[config.mk]
export PLATFORM = sky130hd
export DESIGN_NAME = decode_stage
export DESIGN_NICKNAME = d
export VERILOG_FILES = /design/src/rtl/decode_stage.sv
export SDC_FILE = /design/constraint.sdc
export NUM_CORES = 2
export LEC_CHECK = 0
export BUFFER_PORTS_ARGS = -buffer_cell sky130_fd_sc_hd__buf_2
export CORE_MARGIN = 5
export CORE_UTILIZATION = 50
export CTS_CLUSTER_DIAMETER = 150
export DETAILED_ROUTE_END_ITERATION = 12
export GPL_TIMING_DRIVEN = 0
export PLACE_DENSITY = 0.67
export SLEW_MARGIN = 20
export SYNTH_ARGS = -nofsm -noshare
export SYNTH_HDL_FRONTEND = slang
export SYNTH_SLANG_ARGS = --single-unit
[constraint.sdc]
create_clock -name clk -period 133.4 [get_ports clk]
set_input_delay 40.02 -clock clk [delete_from_list [all_inputs] [get_ports clk]]
set_output_delay 40.02 -clock clk [all_outputs]
set_load 0.02 [all_outputs]
[src/rtl/decode_stage.sv]
// Instruction decode stage of the five-stage MIPS pipeline.
// Decodes the fetched instruction, reads the register file (with writeback
// bypass), detects load-use hazards and fills the ID/EX pipeline register.
module decode_stage #(
  parameter int unsigned WIDTH = 32,
  parameter int unsigned NREGS = 32
) (
  input  logic             clk,
  input  logic             rst,
  // Fetched instruction fields
  input  logic             valid_in,
  input  logic [5:0]       Opcode,
  input  logic [4:0]       Reg1,
  input  logic [4:0]       Reg2,
  input  logic [15:0]      Immediate,
  // Hazard / squash inputs
  input  logic             flush,
  input  logic             ex_memread,
  input  logic [4:0]       ex_rt,
  // Register file writeback port
  input  logic             wb_en,
  input  logic [4:0]       wb_addr,
  input  logic [WIDTH-1:0] wb_data,
  // Combinational outputs back to fetch
  output logic [WIDTH-1:0] signext,
  output logic             Jump,
  output logic             Branch,
  output logic             stop,
  // ID/EX pipeline register
  output logic             id_valid,
  output logic [WIDTH-1:0] id_rs_data,
  output logic [WIDTH-1:0] id_rt_data,
  output logic [WIDTH-1:0] id_imm,
  output logic [4:0]       id_dest,
  output logic [5:0]       id_funct,
  output logic             id_regwrite,
  output logic             id_memread,
  output logic             id_memwrite,
  output logic             id_alusrc,
  output logic             id_memtoreg,
  output logic             id_illegal
);

  localparam logic [5:0] OpRtype = 6'b000000;
  localparam logic [5:0] OpLw    = 6'b100011;
  localparam logic [5:0] OpSw    = 6'b101011;
  localparam logic [5:0] OpBeq   = 6'b000100;
  localparam logic [5:0] OpAddi  = 6'b001000;
  localparam logic [5:0] OpJ     = 6'b000010;

  // ---------------------------------------------------------------------------
  // Register file
  // ---------------------------------------------------------------------------
  logic [WIDTH-1:0] rf_q [NREGS];
  logic             wb_live;
  logic [WIDTH-1:0] rs_val;
  logic [WIDTH-1:0] rt_val;

  // A write to $0 is never live, so $0 can neither be stored nor bypassed.
  assign wb_live = wb_en && (wb_addr != 5'd0);

  // Register file storage: cleared on reset, one write port.
  always_ff @(posedge clk or posedge rst) begin
    if (rst) begin
      for (int i = 0; i < NREGS; i++) begin
        rf_q[i] <= '0;
      end
    end else if (wb_live) begin
      rf_q[wb_addr] <= wb_data;
    end
  end

  // Combinational reads; a same-cycle writeback to the read address wins.
  always_comb begin
    rs_val = '0;
    rt_val = '0;
    if (Reg1 != 5'd0) begin
      rs_val = (wb_live && (wb_addr == Reg1)) ? wb_data : rf_q[Reg1];
    end
    if (Reg2 != 5'd0) begin
      rt_val = (wb_live && (wb_addr == Reg2)) ? wb_data : rf_q[Reg2];
    end
  end

  // ---------------------------------------------------------------------------
  // Instruction decode
  // ---------------------------------------------------------------------------
  logic       dec_supported;
  logic       dec_rt_src;
  logic       dec_jump;
  logic       dec_branch;
  logic       dec_regwrite;
  logic       dec_memread;
  logic       dec_memwrite;
  logic       dec_alusrc;
  logic       dec_memtoreg;
  logic [4:0] dec_dest;

  // Opcode to control-signal decode; unknown opcodes leave everything low.
  always_comb begin
    dec_supported = 1'b1;
    dec_rt_src    = 1'b0;
    dec_jump      = 1'b0;
    dec_branch    = 1'b0;
    dec_regwrite  = 1'b0;
    dec_memread   = 1'b0;
    dec_memwrite  = 1'b0;
    dec_alusrc    = 1'b0;
    dec_memtoreg  = 1'b0;
    dec_dest      = 5'd0;
    case (Opcode)
      OpRtype: begin
        dec_rt_src   = 1'b1;
        dec_regwrite = 1'b1;
        dec_dest     = Immediate[15:11];
      end
      OpLw: begin
        dec_regwrite = 1'b1;
        dec_memread  = 1'b1;
        dec_alusrc   = 1'b1;
        dec_memtoreg = 1'b1;
        dec_dest     = Reg2;
      end
      OpSw: begin
        dec_rt_src   = 1'b1;
        dec_memwrite = 1'b1;
        dec_alusrc   = 1'b1;
      end
      OpBeq: begin
        dec_rt_src = 1'b1;
        dec_branch = 1'b1;
      end
      OpAddi: begin
        dec_regwrite = 1'b1;
        dec_alusrc   = 1'b1;
        dec_dest     = Reg2;
      end
      OpJ: begin
        dec_jump = 1'b1;
      end
      default: begin
        dec_supported = 1'b0;
      end
    endcase
  end

  // ---------------------------------------------------------------------------
  // Combinational outputs to fetch
  // ---------------------------------------------------------------------------
  logic hit_rs;
  logic hit_rt;
  logic bubble;

  assign signext = {{(WIDTH - 16){Immediate[15]}}, Immediate};
  assign Jump    = dec_jump && valid_in && !flush;
  assign Branch  = dec_branch && valid_in && !flush;

  // Load-use: the load in EX targets a register this instruction reads.
  // rt only counts for instruction classes that actually source it.
  assign hit_rs = (ex_rt == Reg1);
  assign hit_rt = (ex_rt == Reg2) && dec_rt_src;
  assign stop   = valid_in && ex_memread && (ex_rt != 5'd0) && (hit_rs || hit_rt);

  // Flush, stall and empty slots all turn into a bubble in ID/EX.
  assign bubble = flush || stop || !valid_in;

  // ---------------------------------------------------------------------------
  // ID/EX pipeline register
  // ---------------------------------------------------------------------------
  logic             valid_d, valid_q;
  logic [WIDTH-1:0] rs_data_d, rs_data_q;
  logic [WIDTH-1:0] rt_data_d, rt_data_q;
  logic [WIDTH-1:0] imm_d, imm_q;
  logic [4:0]       dest_d, dest_q;
  logic [5:0]       funct_d, funct_q;
  logic             regwrite_d, regwrite_q;
  logic             memread_d, memread_q;
  logic             memwrite_d, memwrite_q;
  logic             alusrc_d, alusrc_q;
  logic             memtoreg_d, memtoreg_q;
  logic             illegal_d, illegal_q;

  // Next ID/EX contents: bubble, illegal marker, or the decoded instruction.
  // Illegal instructions carry no data so nothing stale leaks downstream.
  always_comb begin
    valid_d    = 1'b0;
    rs_data_d  = '0;
    rt_data_d  = '0;
    imm_d      = '0;
    dest_d     = 5'd0;
    funct_d    = 6'd0;
    regwrite_d = 1'b0;
    memread_d  = 1'b0;
    memwrite_d = 1'b0;
    alusrc_d   = 1'b0;
    memtoreg_d = 1'b0;
    illegal_d  = 1'b0;
    if (!bubble) begin
      if (!dec_supported) begin
        illegal_d = 1'b1;
      end else begin
        valid_d    = 1'b1;
        rs_data_d  = rs_val;
        rt_data_d  = rt_val;
        imm_d      = signext;
        dest_d     = dec_dest;
        funct_d    = Immediate[5:0];
        regwrite_d = dec_regwrite;
        memread_d  = dec_memread;
        memwrite_d = dec_memwrite;
        alusrc_d   = dec_alusrc;
        memtoreg_d = dec_memtoreg;
      end
    end
  end

  // ID/EX state; asynchronous reset clears every field.
  always_ff @(posedge clk or posedge rst) begin
    if (rst) begin
      valid_q    <= 1'b0;
      rs_data_q  <= '0;
      rt_data_q  <= '0;
      imm_q      <= '0;
      dest_q     <= 5'd0;
      funct_q    <= 6'd0;
      regwrite_q <= 1'b0;
      memread_q  <= 1'b0;
      memwrite_q <= 1'b0;
      alusrc_q   <= 1'b0;
      memtoreg_q <= 1'b0;
      illegal_q  <= 1'b0;
    end else begin
      valid_q    <= valid_d;
      rs_data_q  <= rs_data_d;
      rt_data_q  <= rt_data_d;
      imm_q      <= imm_d;
      dest_q     <= dest_d;
      funct_q    <= funct_d;
      regwrite_q <= regwrite_d;
      memread_q  <= memread_d;
      memwrite_q <= memwrite_d;
      alusrc_q   <= alusrc_d;
      memtoreg_q <= memtoreg_d;
      illegal_q  <= illegal_d;
    end
  end

  assign id_valid    = valid_q;
  assign id_rs_data  = rs_data_q;
  assign id_rt_data  = rt_data_q;
  assign id_imm      = imm_q;
  assign id_dest     = dest_q;
  assign id_funct    = funct_q;
  assign id_regwrite = regwrite_q;
  assign id_memread  = memread_q;
  assign id_memwrite = memwrite_q;
  assign id_alusrc   = alusrc_q;
  assign id_memtoreg = memtoreg_q;
  assign id_illegal  = illegal_q;

endmodule

==> flow_metrics.env <==
export IMPL_grt_usage_pct=40.4
export IMPL_antenna_found_initial=18
export IMPL_wl_mm=251
export IMPL_chipWidth_um=351
export IMPL_post_cts_setup_buffers=0
export IMPL_clk_path_buf_depth=3
export IMPL_dpl_worst_slack_ns=51.89
export IMPL_clk_pin_slew_ns=0.06
export IMPL_synthCells=3902
export IMPL_ir_drop_mv=0.0134
export IMPL_num_io_pins=229
export IMPL_cp_arrival_ns=41.53
export IMPL_ys_top_cells_by_area="dfrtp_1, mux2_2, mux4_2"
export IMPL_setup_viol=0
export IMPL_slowest_delay_ns=0.39
export IMPL_crit_family="simple AND/OR/NAND/NOR gates"
export IMPL_htree_levels=3
export IMPL_power_density_nw_per_um2=15.1
export IMPL_grt_pass1_wl_mm=339
export IMPL_vias=43249
export IMPL_r2r_end="id_rs_data[29]"
export IMPL_grt_ovfl_total=0
export IMPL_clk_latency_ns=0.76
export IMPL_crit_top_cell="buf_2"
export IMPL_async_flop_share_pct=100
export IMPL_wl_met3_mm=39.1
export IMPL_yosysTopAreaCell="dfrtp_1"
export IMPL_ys_seq_elements=1115
export IMPL_met2_length_mm=103
export IMPL_worstMarginPinSlew_ns=1.38
export IMPL_ant_nets=0
export IMPL_reg2reg_slack_ns=131.23
export IMPL_drtPass1Iterations=9
export IMPL_leakagePower_nw=29.3
export IMPL_seq_area_frac_synth_pct=48.1
export IMPL_synth_top_area_share_pct=48.1
export IMPL_grt_max_degree=105
export IMPL_root_buffer="clkbuf_16"
export IMPL_fmax_mhz=12.3
export IMPL_drc=0
export IMPL_worstSetupStartpoint="Reg2[4]"
export IMPL_min_path_cells=1
export IMPL_skew_ns=0.0397
export IMPL_cts_hold_buf=0
export IMPL_layout_setup_ws_ns=51.85
export IMPL_dr_max_layer_used="met5"
export IMPL_regArea_um2=27900
export IMPL_multiInputGateArea_um2=27500
export IMPL_clkSinkCount=1115
export IMPL_nets=4343
export IMPL_vias_per_cell=7.32
export IMPL_synth_avg_cell_area_um2=14.9
export IMPL_path_buf_inv=3
export IMPL_required_ns=93.38
export IMPL_cp_cell_sequence="buf_2, buf_2, xor2_1, nor4_1, nand4b_2, nand2_1, buf_2"
export IMPL_hold_path_startpoint="rf_q[1012]"
export IMPL_wl_per_cell_um=42.4
export IMPL_ys_warn_count=0
export IMPL_critPathKind="in2out"
export IMPL_synthTopCellsByCount="dfrtp_1, mux2_2, mux4_2"
export IMPL_min_to="rf_q[1012]"
export IMPL_met1Wirelength_mm=86.4
export IMPL_core_area_um2=116000
export IMPL_critPathLaunchType="primary input"
export IMPL_maxSlewHeadroom_pct=8.19
export IMPL_hpwl_mm=161
export IMPL_max_cap_violations=0
export IMPL_cp_end_kind="output port"
export IMPL_cp_max_fo=10
export IMPL_finalCritPeriodShare_pct=61.1
export IMPL_reg2regPathDepth=5
export IMPL_synth_most_common_cell="dfrtp_1"
export IMPL_cpMaxStageDelayCell="nor4_1"
export IMPL_slew_viol_final=0
export IMPL_rsz0062_at_grt="false"
export IMPL_status="finished clean"
export IMPL_hold_viol=0
export IMPL_port_buffers=218
export IMPL_grt_pass1_vias=41981
export IMPL_dieArea_um2=123000
export IMPL_rr_startpoint="rf_q[925]"
export IMPL_cts_resized=0
export IMPL_cts_tree="done"
export IMPL_synth_nets=3982
export IMPL_drt_iter0_drc=6821
export IMPL_cts_buffers=120
export IMPL_drive_gt1_share_pct=52.9
export IMPL_ys_types=64
export IMPL_synthFlopType="dfrtp_1"
export IMPL_min_delay_path_class="reg2reg"
export IMPL_gp_congestion=1.01
export IMPL_fin_crit_ns=81.55
export IMPL_synth_cell_area_um2=58000
export IMPL_rows=125
export IMPL_start_util_pct=50.1
export IMPL_synth_enable_flop_cells=0
export IMPL_areaGrowthSynthToFinish_pct=13.5
export IMPL_dieHeight_um=351
export IMPL_nFillCells=9336
export IMPL_setup_tns_ns=0
logic make-up after synthesis:
logic type	count (synthesis)	synth area share (%)
simple gates	293	2.66
fa+ha+maj	1	0.0194
flops	1115	48.1
buf+inv	524	4.67
xor+xnor	20	0.302
mux	1588	39.7
compound gates	361	4.63
how the worst max path moves through the flow:
| stage | cells after the start | slack (ns) | endpoint |
|---|---|---|---|
| global placement | 2 | 49.13 | id_rs_data[19] |
| floorplan | 5 | 52.24 | stop |
| global route | 7 | 51.75 | stop |
| finish | 7 | 51.85 | stop |
| CTS | 7 | 51.88 | stop |
| detailed placement | 7 | 51.89 | stop |
through the flow:
stage | instances | utilization (%) | area, µm² | total power, mW | hold slack (ns)
floorplan | 3902 | - | 58000 | 0.574 | 0.441
global placement | 5644 | 52.7 | 61000 | 0.626 | 0.456
detailed placement | 5664 | 53.2 | 61600 | 0.634 | 0.466
CTS | 5889 | 56.8 | 65800 | 0.987 | 0.482
global route | 5891 | 56.9 | 65800 | 1.02 | 0.494
finish | 5912 | 56.9 | 65900 | 0.997 | 0.480
worst register-to-register path: stages (launching register included):
cell and delay [ns]:
dfrtp_1 0.40, mux2_2 0.27, a221oi_1 0.50, a311oi_1 0.17, mux2i_1 0.54, nor3_1 0.10
area by class of cell:
cell class,count,share of cell area (%)
multi-input cells,2263,41.7
repair buffers,239,2.38
plain buffers,504,4.13
flip-flops and latches,1115,42.4
clock buffers,175,5.50
diodes,22,0.0836
well taps,1524,2.89
clock inverters,50,0.849
inverters,20,0.125
power breakdown:
group / internal, mW / total (mW) / switching [mW]
combinational: 0.109 / 0.196 / 0.0873
clock: 0.209 / 0.359 / 0.150
sequential: 0.398 / 0.442 / 0.0439
registers in the layout, indices dropped and copies added (netlist names):
| signal | count |
|---|---|
| id_alusrc | 1 |
| id_dest | 5 |
| id_funct | 5 |
| id_illegal | 1 |
| id_imm | 11 |
| id_memtoreg | 1 |
| id_memwrite | 1 |
| id_regwrite | 1 |
| id_rs_data | 32 |
| id_rt_data | 32 |
| id_valid | 1 |
| rf_q | 1024 |
cell usage in the layout (no fill, tap or decap), types with 31 or more instances in the layout:
cell type / n
a221oi_1: 39
a22oi_1: 116
a311oi_1: 31
buf_2: 354
buf_4: 121
clkbuf_1: 172
clkbuf_16: 125
clkbuf_2: 47
clkbuf_8: 31
dfrtp_1: 1115
mux2_2: 1052
mux2i_1: 56
mux4_2: 462
nand2_1: 64
nor2_1: 68
nor3_1: 41
o22ai_1: 86
per-layer routing:
metal	global-route usage [%]	vias up
li1	-	15762
met2	55.5	3859
met3	18.7	1065
met4	29.2	15
met5	0.549	-
met1	50.0	22548
Power figures use the tool's default switching activity.
